**config.mk**
```make
export PLATFORM = sky130hd
export DESIGN_NAME = srlatch_bank
export DESIGN_NICKNAME = d
export VERILOG_FILES = /design/src/rtl/srlatch_pkg.sv /design/src/rtl/srlatch_chan.sv /design/src/rtl/srlatch_bank.sv
export SDC_FILE = /design/constraint.sdc
export NUM_CORES = 1
export LEC_CHECK = 0
export ABC_AREA = 1
export BUFFER_PORTS_ARGS = -buffer_cell sky130_fd_sc_hd__buf_4
export CORE_MARGIN = 2
export CORE_UTILIZATION = 51
export DETAILED_ROUTE_END_ITERATION = 12
export PLACE_DENSITY = 0.8
export REMOVE_ABC_BUFFERS = 1
export SYNTH_ARGS = -nofsm -noshare
export SYNTH_HDL_FRONTEND = slang
export SYNTH_SLANG_ARGS = --single-unit
```
**constraint.sdc**
```tcl
create_clock -name clk -period 1.5 [get_ports clk]
set_input_delay 0.075 -clock clk [delete_from_list [all_inputs] [get_ports clk]]
set_output_delay 0.075 -clock clk [all_outputs]
set_load 0.01 [all_outputs]
```
**src/rtl/srlatch_pkg.sv**
```systemverilog
// Shared types and helpers for the clocked set/reset latch bank.
package srlatch_pkg;

   localparam int unsigned REQ_W = 2;

   typedef enum logic [1:0] {
      RST  = 2'b00,
      SET  = 2'b01,
      BOTH = 2'b10
   } srl_state_t;

   typedef enum logic [1:0] {
      NOR    = 2'b00,
      SETDOM = 2'b01,
      RSTDOM = 2'b10,
      HOLD   = 2'b11
   } srl_mode_t;

   // Output pair carried through the latency pipeline
   typedef struct packed {
      logic q;
      logic nq;
   } srl_qnq_t;

   localparam logic [REQ_W-1:0] REQ_NONE = 2'b00;
   localparam logic [REQ_W-1:0] REQ_RST  = 2'b01;
   localparam logic [REQ_W-1:0] REQ_SET  = 2'b10;
   localparam logic [REQ_W-1:0] REQ_BOTH = 2'b11;

   localparam srl_qnq_t RST_QNQ = '{q: 1'b0, nq: 1'b1};

   // Map a latch state onto its visible {q,nq} pair
   function automatic srl_qnq_t state_to_qnq(input srl_state_t st);
      srl_qnq_t o;
      case (st)
         SET:     o = '{q: 1'b1, nq: 1'b0};
         BOTH:    o = '{q: 1'b0, nq: 1'b0};
         default: o = RST_QNQ;
      endcase
      return o;
   endfunction

endpackage

```
**src/rtl/srlatch_chan.sv**
```systemverilog
// One latch channel: persistence filter, three-state latch and sticky conflict flag.
module srlatch_chan
   import srlatch_pkg::*;
#(
   parameter int unsigned FILT = 0
) (
   input  logic       clk,
   input  logic       nreset,
   input  logic       i_s,
   input  logic       i_r,
   input  logic [1:0] i_mode,
   input  logic       i_clr_conflict,
   output logic       o_q_nxt_c,
   output logic       o_nq_nxt_c,
   output logic       o_conflict
);

   localparam int unsigned      CNT_W   = (FILT > 0) ? $clog2(FILT + 1) : 1;
   localparam logic [CNT_W-1:0] CNT_MAX = CNT_W'(FILT);

   srl_state_t       r_state;
   logic [CNT_W-1:0] r_cnt;
   logic [REQ_W-1:0] r_prev;
   logic             r_conflict;

   srl_state_t       w_state_nxt;
   logic [CNT_W-1:0] w_cnt_nxt;
   logic             w_conflict_nxt;
   logic             w_qual;
   logic [REQ_W-1:0] w_req;
   srl_mode_t        w_mode;
   srl_qnq_t         w_qnq_nxt;

   assign w_req  = {i_s, i_r};
   assign w_mode = srl_mode_t'(i_mode);

   // Filter count, qualification and next latch state / conflict flag
   always_comb begin
      w_cnt_nxt      = '0;
      w_qual         = 1'b0;
      w_state_nxt    = r_state;
      w_conflict_nxt = r_conflict;

      if ((w_req != REQ_NONE) && (w_req == r_prev)) begin
         w_cnt_nxt = (r_cnt == CNT_MAX) ? CNT_MAX : r_cnt + CNT_W'(1);
      end
      w_qual = (w_req != REQ_NONE) && (w_cnt_nxt == CNT_MAX);

      if (i_clr_conflict) begin
         w_conflict_nxt = 1'b0;
      end

      if (w_mode != HOLD) begin
         if ((r_state == BOTH) && (w_req != REQ_BOTH)) begin
            // Releasing both inputs falls back to RST unless a set qualifies now
            w_state_nxt = (w_qual && (w_req == REQ_SET)) ? SET : RST;
         end else if (w_qual) begin
            case (w_req)
               REQ_SET: w_state_nxt = SET;
               REQ_RST: w_state_nxt = RST;
               REQ_BOTH: begin
                  w_conflict_nxt = 1'b1;
                  case (w_mode)
                     NOR:     w_state_nxt = BOTH;
                     SETDOM:  w_state_nxt = SET;
                     RSTDOM:  w_state_nxt = RST;
                     default: w_state_nxt = r_state;
                  endcase
               end
               default: w_state_nxt = r_state;
            endcase
         end
      end
   end

   // Channel state registers with synchronous reset
   always_ff @(posedge clk) begin
      if (!nreset) begin
         r_state    <= RST;
         r_cnt      <= '0;
         r_prev     <= REQ_NONE;
         r_conflict <= 1'b0;
      end else begin
         r_state    <= w_state_nxt;
         r_cnt      <= w_cnt_nxt;
         r_prev     <= w_req;
         r_conflict <= w_conflict_nxt;
      end
   end

   assign w_qnq_nxt  = state_to_qnq(w_state_nxt);
   assign o_q_nxt_c  = w_qnq_nxt.q;
   assign o_nq_nxt_c = w_qnq_nxt.nq;
   assign o_conflict = r_conflict;

endmodule

```
**src/rtl/srlatch_bank.sv**
```systemverilog
// Bank of independent clocked set/reset latches with a fixed-latency output pipeline.
module srlatch_bank
   import srlatch_pkg::*;
#(
   parameter int unsigned CHANNELS = 8,
   parameter int unsigned FILT     = 0,
   parameter int unsigned LAT      = 1
) (
   input  logic                    clk,
   input  logic                    nreset,
   input  logic [CHANNELS-1:0]     s,
   input  logic [CHANNELS-1:0]     r,
   input  logic [2*CHANNELS-1:0]   mode,
   input  logic [CHANNELS-1:0]     clr_conflict,
   output logic [CHANNELS-1:0]     q,
   output logic [CHANNELS-1:0]     nq,
   output logic [CHANNELS-1:0]     conflict
);

   srl_qnq_t [CHANNELS-1:0]          w_stage0;
   srl_qnq_t [LAT-1:0][CHANNELS-1:0] r_pipe;

   for (genvar gi = 0; gi < CHANNELS; gi++) begin : g_chan
      srlatch_chan #(
         .FILT (FILT)
      ) u_chan (
         .clk            (clk),
         .nreset         (nreset),
         .i_s            (s[gi]),
         .i_r            (r[gi]),
         .i_mode         (mode[2*gi+1 -: 2]),
         .i_clr_conflict (clr_conflict[gi]),
         .o_q_nxt_c      (w_stage0[gi].q),
         .o_nq_nxt_c     (w_stage0[gi].nq),
         .o_conflict     (conflict[gi])
      );

      assign q[gi]  = r_pipe[LAT-1][gi].q;
      assign nq[gi] = r_pipe[LAT-1][gi].nq;
   end

   if (LAT > 1) begin : g_deep
      // Shift the applied state through LAT stages; reset fills every stage with RST
      always_ff @(posedge clk) begin
         if (!nreset) begin
            r_pipe <= {(LAT*CHANNELS){RST_QNQ}};
         end else begin
            r_pipe <= {r_pipe[LAT-2:0], w_stage0};
         end
      end
   end else begin : g_flat
      // Single stage: outputs follow the state applied on this edge
      always_ff @(posedge clk) begin
         if (!nreset) begin
            r_pipe <= {(LAT*CHANNELS){RST_QNQ}};
         end else begin
            r_pipe <= w_stage0;
         end
      end
   end

endmodule

```
==> impl_metrics.json, run 1 <==
{
  "status": "completed",
  "yosys.area.top_type_share_pct": 38.0,
  "final.min_clock_period_ps": 1440,
  "track_usage_pct": 17.6,
  "drc": 0,
  "cts_hold_buf": 0,
  "final-hold-violation-count": 0,
  "worstPathArrival_ps": 1670,
  "clk_pin_slew_worst_paths_ps": 70,
  "diodes": 0,
  "dieArea_mm2": 0.00466,
  "slew_headroom_pct": 66.2,
  "cp-start-kind": "flop",
  "initial_core_util_pct": 52.6,
  "yosys.area.top_type": "dfxtp_1",
  "yosys_warnings": 0,
  "place_inst": 426,
  "gp_congestion": 0.765,
  "use_met1_pct": 20.2,
  "areaGrowthSynthToFinish_pct": 33.3,
  "io_buffers": 65,
  "synth.distinct_cells": 20,
  "use_met2_pct": 31.8,
  "place_hpwl_um": 3120,
  "clockBufferDepth": 2,
  "cts_tree": "done",
  "syn_inst": 321,
  "postLayoutCellArea_mm2": 0.00281,
  "syn_area_mm2": 0.00211,
  "clock_latency_ps": 280,
  "p_leak_nw": 1.48,
  "async_flop_share_pct": 0,
  "cts.htree.levels": 2,
  "routed-via-count": 2000,
  "synth_area_leaders": "dfxtp_1 (38%), nand2_1 (18%), inv_1 (12%)",
  "die_w_um": 68.3,
  "final-instance-count-excl-fill": 435,
  "grt_pass1_vias": 1615,
  "grt_overflow": 0,
  "critPathCaptureType": "flop",
  "rsz0062_at_grt": "true",
  "synth_edf_count": 0,
  "multi_input_area_mm2": 0.00106,
  "critPathRequiredTime_ps": 1730,
  "drive_above_1_share_pct": 35.3,
  "ys_seq_area_share_pct": 38.0,
  "grt_pass1_wl_um": 6290,
  "io_pins": 66,
  "slew_viol_final": 0,
  "n_fill_cell": 349,
  "register_area_um2": 818,
  "clock-sinks": 40,
  "antenna_found_initial": 0,
  "skew_ps": 4.30,
  "coreArea_mm2": 0.00400,
  "synth_area_per_cell_um2": 6.56,
  "ant_nets": 0,
  "post-route-util_pct": 70.2,
  "synth.ff_latch_count": 40,
  "setup_viol": 0,
  "row_count": 23,
  "grt_use_met3_pct": 4.44,
  "placed_area_mm2": 0.00258,
  "drv_cap": 0,
  "critical_path_class": "flop to flop",
  "wire_per_inst_um": 9.24,
  "fin_nets": 435,
  "p_per_area_mw_per_mm2": 872,
  "dr.pass1.iters": 4,
  "cts_buffers": 5,
  "min_period_over_period_pct": 96.1,
  "tightest_slew_ps": 507,
  "grt_max_degree": 30,
  "top_usage_layer": "met2",
  "initialDrtViolationCount": 28,
  "ys.flop_type": "dfxtp_1",
  "cts_root_buffer": "clkbuf_8",
  "via_per_inst": 4.60,
  "min_path_type": "primary input to flop",
  "irDropWorstVdd_mv": 0.530,
  "fmax_mhz": 694,
  "crit_fanout": 3,
  "die_height_um": 68.3,
  "finalWirelength_um": 4020
}
-- worst paths after layout --
path	slack, ps	end	depth (start not counted)	start
hold reg to reg	460	g_chan[3].u_chan.o_conflict	2	g_chan[3].u_chan.o_conflict
setup / recovery	60	q[0]	9	g_chan[0].u_chan.r_state[0]
hold / removal	30	g_chan[3].u_chan.o_conflict	4	clr_conflict[3]
setup reg to reg	60	q[0]	9	g_chan[0].u_chan.r_state[0]
-- power by group --
| part | switching (W) | total [W] | internal, W | leakage [nW] |
|---|---|---|---|---|
| clock | 0.000339 | 0.000748 | 0.000409 | 0.0503 |
| sequential | 0.0000348 | 0.00117 | 0.00113 | 0.334 |
| combinational | 0.000265 | 0.000531 | 0.000266 | 1.10 |
| total | 0.000639 | 0.00245 | 0.00181 | 1.48 |
-- timing repair --
item                       CTS  global route
setup endpoints to repair    2            16
buffers inserted             0             2
pin swaps                    0            27
gates cloned                 0             0
gates resized for setup      3            54
-- worst max-delay path, cell delays in order (launching register included) --
cell	delay, ps
dfxtp_2	340
inv_2	70
nand2_1	60
a21oi_1	160
nand2_2	70
nand2_2	60
inv_1	40
ha_1	270
or2_4	250
nor2_2	70
-- logic make-up (layout without fill, tap and decap cells) --
kind of cell | Yosys count | count (layout) | synth area share (%)
compound gates | 46 | 46 | 12.2
fa+ha+maj | 8 | 8 | 4.75
buf+inv | 80 | 144 | 16.5
flops | 40 | 40 | 38.0
simple gates | 147 | 147 | 28.6
-- metal layers --
layer  vias to the layer above  share of wire, %
li1                       1078                 -
met1                       879                42
met2                        37                51
met3                         6               5.0
met4                         0               1.1
met5                         -                 0
-- final cells by class --
class                      instances  share of cell area, %
multi-input combinational        201                   37.8
sequential                        40                   29.2
timing repair buffer              68                   18.2
inverter                          69                   9.23
clock buffer                       7                   3.43
tap                               50                   2.23
-- stage by stage --
| stage | hold WS, ps | total power [W] | TNS, ps | worst slack, ps |
|---|---|---|---|---|
| floorplan | 236 | 0.00145 | 0 | 101 |
| global placement | 327 | 0.00165 | 0 | 49.6 |
| detailed placement | 333 | 0.00167 | 0 | 8.26 |
| CTS | 28.1 | 0.00241 | 0 | 2.21 |
| global route | 38.1 | 0.00258 | -134 | -36.9 |
| finish | 33.1 | 0.00245 | 0 | 58.6 |
-- layout by cell type (no fill, tap or decap), types with 2 or more instances in the layout --
| cell | n |
|---|---|
| buf_4 | 68 |
| a21oi_1 | 27 |
| nand3_1 | 3 |
| nor2_4 | 3 |
| a21oi_2 | 2 |
| a21boi_1 | 4 |
| nand2_2 | 7 |
| or2_4 | 8 |
| inv_1 | 55 |
| ha_4 | 2 |
| nor2_1 | 20 |
| dfxtp_2 | 11 |
| o21ai_2 | 2 |
| ha_1 | 6 |
| nand2_1 | 96 |
| clkbuf_8 | 7 |
| a21boi_2 | 2 |
| inv_2 | 14 |
| o21ai_1 | 6 |
| a21boi_0 | 2 |
| nor2_2 | 9 |
| dfxtp_1 | 28 |
-- synthesized netlist by cell type, types with 2 or more instances --
library cell and number:
o21ai_1 7, buf_6 2, or2_4 4, nor2_1 28, or2_2 4, a21boi_0 8
inv_2 3, inv_1 66, a21oi_1 29, nor2_2 4, dfxtp_1 40, nand3_1 3
nand2_1 101, nand2_2 2, buf_4 8, ha_1 8
-- state kept, by name, indices dropped and copies added (netlist names) --
signal / flops
g_chan.u_chan.r_state: 16
g_chan.u_chan.o_conflict: 8
nq: 8
q: 8
No activity file was read; power rests on OpenSTA's default activity.
==> run 2, diff against run 1 <==
--- a/config.mk
+++ b/config.mk
@@ -8,9 +8,9 @@
 export ABC_AREA = 1
 export BUFFER_PORTS_ARGS = -buffer_cell sky130_fd_sc_hd__buf_4
 export CORE_MARGIN = 2
-export CORE_UTILIZATION = 51
+export CORE_UTILIZATION = 45
 export DETAILED_ROUTE_END_ITERATION = 12
-export PLACE_DENSITY = 0.8
+export PLACE_DENSITY = 0.72
 export REMOVE_ABC_BUFFERS = 1
 export SYNTH_ARGS = -nofsm -noshare
 export SYNTH_HDL_FRONTEND = slang
==> impl_metrics.json, run 2 (synthesized netlist as in run 1, its figures left out) <==
{
  "status": "completed",
  "dr.pass1.iters": 4,
  "drc": 0,
  "worstPathArrival_ps": 1720,
  "crit_fanout": 3,
  "initial_core_util_pct": 47.4,
  "fin_nets": 436,
  "final-instance-count-excl-fill": 438,
  "die_w_um": 72.4,
  "use_met2_pct": 29.6,
  "final_cell_mix": "nand2_1 (99), buf_4 (69), inv_1 (57)",
  "wire_per_inst_um": 9.21,
  "antenna_found_initial": 0,
  "cts_root_buffer": "clkbuf_8",
  "die_height_um": 72.4,
  "routed-via-count": 1988,
  "min_period_over_period_pct": 99.6,
  "cts_buffers": 5,
  "initialDrtViolationCount": 56,
  "dieArea_mm2": 0.00524,
  "cts.htree.levels": 2,
  "use_met1_pct": 17.4,
  "final-hold-violation-count": 0,
  "drive_above_1_share_pct": 31.9,
  "p_per_area_mw_per_mm2": 851,
  "clock_latency_ps": 280,
  "critPathCaptureType": "flop",
  "row_count": 24,
  "final_common_cell": "nand2_1",
  "grt_overflow": 0,
  "critical_path_class": "flop to flop",
  "coreArea_mm2": 0.00444,
  "grt_pass1_wl_um": 6800,
  "critPathRequiredTime_ps": 1730,
  "via_per_inst": 4.54,
  "diodes": 0,
  "ant_nets": 0,
  "final.min_clock_period_ps": 1490,
  "areaGrowthSynthToFinish_pct": 30.4,
  "hold_ws_ps": 28.4,
  "cts_tree": "done",
  "grt_use_met3_pct": 5.00,
  "clk_pin_slew_worst_paths_ps": 70,
  "fmax_mhz": 669,
  "finalWirelength_um": 4030,
  "clockBufferDepth": 2,
  "min_path_type": "primary input to flop",
  "drv_cap": 0,
  "slew_viol_final": 0,
  "setup_viol": 0,
  "io_pins": 66,
  "slew_headroom_pct": 64.1,
  "grt_max_degree": 31,
  "cts_hold_buf": 0,
  "tightest_slew_ps": 538,
  "p_leak_nw": 1.48,
  "io_buffers": 65,
  "top_usage_layer": "met2",
  "clock-sinks": 40,
  "rsz0062_at_grt": "true",
  "skew_ps": 1.72,
  "track_usage_pct": 16.1,
  "largest_register_ffs": 16,
  "place_hpwl_um": 3090,
  "cp-start-kind": "flop",
  "tns_ps": 0,
  "max_flop_register": "g_chan.u_chan.r_state",
  "irDropWorstVdd_mv": 0.622,
  "grt_pass1_vias": 1789,
  "gp_congestion": 0.740,
  "place_inst": 428
}
[run 2: metal layers]
| metal | up-vias | routed length, um | share of wire [%] |
|---|---|---|---|
| li1 | 1078 | - | - |
| met1 | 859 | 1730 | 43 |
| met2 | 46 | 2040 | 50 |
| met3 | 5 | 221 | 5.5 |
| met4 | 0 | 45 | 1.1 |
| met5 | - | 0 | 0 |
[run 2: layout make-up]
cell class	count	area, um^2
Clock buffer	6	72.6
Clock inverter	1	5.00
Fill cell	418	1700
Inverter	69	259
Multi-Input combinational cell	201	1010
Sequential cell	40	812
Tap cell	52	65.1
Timing Repair Buffer	69	518
[run 2: power by group]
group | leakage [nW] | total, W | internal [W] | switching (W)
clock | 0.0410 | 0.000653 | 0.000316 | 0.000338
combinational | 1.10 | 0.000516 | 0.000257 | 0.000259
sequential | 0.333 | 0.00117 | 0.00113 | 0.0000345
[run 2: worst max-delay path, stage by stage, from the launching register on]
cell and delay (ps):
dfxtp_1 330, inv_2 70, nand2_1 70, a21oi_2 140, nand2_1 60, nand2_1 70, inv_1 40, ha_1 270
or2_2 300, nor2_1 80
[run 2: through the flow]
step / area [um^2] / worst slack (ps) / utilization, % / total power, W
floorplan: 2020 / 101 / - / 0.00145
global placement: 2580 / 60.1 / 58.0 / 0.00166
detailed placement: 2580 / -36.2 / 58.0 / 0.00167
CTS: 2660 / 0.290 / 59.9 / 0.00233
global route: 2750 / -72.0 / 61.8 / 0.00248
finish: 2750 / 5.78 / 61.8 / 0.00234
[run 2: final timing paths]
path	startpoint	end	slack, ps	cells past startpoint
max reg2reg	g_chan[4].u_chan.r_state[0]	q[4]	6	9
min	clr_conflict[1]	g_chan[1].u_chan.o_conflict	30	4
min reg2reg	g_chan[1].u_chan.o_conflict	g_chan[1].u_chan.o_conflict	460	2
max	g_chan[4].u_chan.r_state[0]	q[4]	6	9
[run 2: what timing repair did]
item / CTS / global route
gates resized for setup: 3 / 38
buffers inserted: 0 / 3
pin swaps: 0 / 25
setup endpoints to repair: 5 / 15
==> run 3, diff against run 2 <==
--- a/config.mk
+++ b/config.mk
@@ -5,12 +5,13 @@
 export SDC_FILE = /design/constraint.sdc
 export NUM_CORES = 1
 export LEC_CHECK = 0
-export ABC_AREA = 1
 export BUFFER_PORTS_ARGS = -buffer_cell sky130_fd_sc_hd__buf_4
 export CORE_MARGIN = 2
 export CORE_UTILIZATION = 45
 export DETAILED_ROUTE_END_ITERATION = 12
-export PLACE_DENSITY = 0.72
+export MAX_ROUTING_LAYER = met4
+export PLACE_DENSITY = 0.73
+export RECOVER_POWER = 50
 export REMOVE_ABC_BUFFERS = 1
 export SYNTH_ARGS = -nofsm -noshare
 export SYNTH_HDL_FRONTEND = slang
==> impl_metrics.json, run 3 <==
{
  "p_per_area_mw_per_mm2": 938,
  "p_leak_nw": 1.04,
  "cts.htree.levels": 2,
  "final_cell_mix": "buf_4 (48), dfxtp_1 (40), inv_1 (21)",
  "finalWirelength_um": 3470,
  "grt_pass1_wl_um": 5400,
  "dr.pass1.iters": 4,
  "pwr-share-clk_pct": 33.3,
  "synth.most_common_cell": "dfxtp_1",
  "multi_input_area_um2": 933,
  "areaGrowthSynthToFinish_pct": 27.1,
  "die_w_um": 68.7,
  "grt_pass1_vias": 1271,
  "synth.distinct_cells": 22,
  "rsz0062_at_grt": "false",
  "routed-via-count": 1526,
  "place_hpwl_um": 2600,
  "cts_root_buffer": "clkbuf_8",
  "drv_cap": 0,
  "synth_edf_count": 0,
  "crit_fanout": 2,
  "tns_ps": 0,
  "seqPwrFrac_pct": 50.8,
  "drive_above_1_share_pct": 28.4,
  "reg2regPathDepth": 5,
  "cts_hold_buf": 0,
  "syn_area_mm2": 0.00189,
  "yosys.area.top_type_share_pct": 42.5,
  "final-hold-violation-count": 0,
  "clk_pin_slew_worst_paths_ps": 70,
  "min_period_over_period_pct": 92.6,
  "ant_nets": 0,
  "synth_area_leaders": "dfxtp_1 (42%), a311oi_2 (6.4%), and4bb_1 (5.3%)",
  "critPathRequiredTime_ps": 1730,
  "clock-sinks": 40,
  "tightest_slew_ps": 272,
  "p_comb_share_pct": 15.8,
  "diodes": 0,
  "use_met2_pct": 24.9,
  "register_area_um2": 801,
  "io_pins": 66,
  "clockBufferDepth": 2,
  "top_usage_layer": "met2",
  "critPathCaptureType": "flop",
  "antenna_found_initial": 0,
  "synth.ff_latch_count": 40,
  "min_path_type": "primary input to flop",
  "syn_inst": 189,
  "largest_register_ffs": 16,
  "coreArea_mm2": 0.00403,
  "irDropWorstVdd_mv": 0.467,
  "track_usage_pct": 15.8,
  "fin_nets": 300,
  "clock_latency_ps": 280,
  "final.min_clock_period_ps": 1390,
  "die_height_um": 68.7,
  "gp_congestion": 0.755,
  "p_sw_w": 0.000528,
  "slew_viol_final": 0,
  "via_per_inst": 5.09,
  "ys_seq_area_share_pct": 42.5,
  "ys.flop_type": "dfxtp_1",
  "slew_headroom_pct": 81.9,
  "max_flop_register": "g_chan.u_chan.r_state",
  "yosys_warnings": 0,
  "async_flop_share_pct": 0,
  "post_cts.repair.setup_buffers": 0,
  "setup_ws_ps": 111,
  "ctsResizeCount": 0,
  "hold-path-cell-count": 3,
  "cts_tree": "done",
  "cp-start-kind": "flop",
  "grt_max_degree": 33,
  "io_buffers": 65,
  "dieArea_mm2": 0.00472,
  "grt_overflow": 0,
  "ys_top_cells_by_count": "dfxtp_1 (40), inv_1 (21), nor2b_1 (16)",
  "cts_buffers": 5,
  "status": "completed",
  "row_count": 23,
  "drc": 0,
  "synth_area_per_cell_um2": 9.98,
  "grt_use_met3_pct": 4.87,
  "yosys.area.top_type": "dfxtp_1",
  "final_common_cell": "buf_4",
  "setup_viol": 0,
  "initial_core_util_pct": 46.8,
  "p_int_w": 0.00172,
  "fmax_mhz": 720,
  "initialDrtViolationCount": 51,
  "skew_ps": 3.35,
  "place_ws_ps": 93.5,
  "n_fill_cell": 379,
  "swShare_pct": 23.5,
  "wire_per_inst_um": 11.6,
  "use_met1_pct": 19.1,
  "critical_path_class": "flop to flop",
  "worstPathArrival_ps": 1620
}
-- run 3: logic make-up (layout without fill, tap and decap cells) --
| family | Yosys count | count (layout) | share of synthesized area, % |
|---|---|---|---|
| compound gates | 35 | 35 | 16.5 |
| simple gates | 74 | 74 | 27.7 |
| buf+inv | 32 | 93 | 8.03 |
| fa+ha+maj | 8 | 8 | 5.31 |
| flops | 40 | 40 | 42.5 |
-- run 3: final timing paths --
kind,start,to,slack (ps)
worst min-delay path,r[5],g_chan[5].u_chan.o_conflict,90
worst min register to register,g_chan[7].u_chan.o_conflict,g_chan[7].u_chan.o_conflict,510
worst max-delay path,g_chan[4].u_chan.r_state[1],q[4],110
worst max register to register,g_chan[4].u_chan.r_state[1],q[4],110
-- run 3: metrics by stage --
step	hold slack [ps]	cell area (um^2)	util (%)	power [W]	cells
after floorplan	170	1810	-	0.00134	178
after global placement	387	2360	58.7	0.00154	293
after detailed placement	386	2360	58.7	0.00155	293
after CTS	87.4	2460	61.1	0.00230	300
after global routing	91.6	2400	59.5	0.00238	300
final	90.5	2400	59.5	0.00225	300
-- run 3: worst max-delay path: stages (launching register included) --
cell,delay (ps)
dfxtp_1,330
and4bb_1,210
a311oi_2,290
ha_1,270
nand2b_1,150
nor2_1,80
-- run 3: final cells by class --
cell class                      count  area share [%]
Tap cell                           50            2.61
Multi-Input combinational cell    117            39.0
Clock buffer                        7            4.02
Sequential cell                    40            33.4
Timing Repair Buffer               65            17.7
Inverter                           21            3.29
-- run 3: power groups by stage --
| stage | logic, W | registers [W] | clock network, W |
|---|---|---|---|
| 3_5_place_dp | 0.000380 | 0.00117 | 0 |
| 3_3_place_gp | 0.000375 | 0.00117 | 0 |
| 5_1_grt | 0.000400 | 0.00115 | 0.000828 |
| 6_report | 0.000355 | 0.00114 | 0.000749 |
| 4_1_cts | 0.000381 | 0.00114 | 0.000775 |
| 2_1_floorplan | 0.000153 | 0.00118 | 0 |
-- run 3: layer usage --
layer / vias to the layer above / wire length, um / part of all wire (%)
li1: 785 / - / -
met1: 690 / 1560 / 45
met2: 49 / 1640 / 47
met3: 2 / 251 / 7.2
met4: 0 / 21 / 0.60
met5: - / 0 / 0
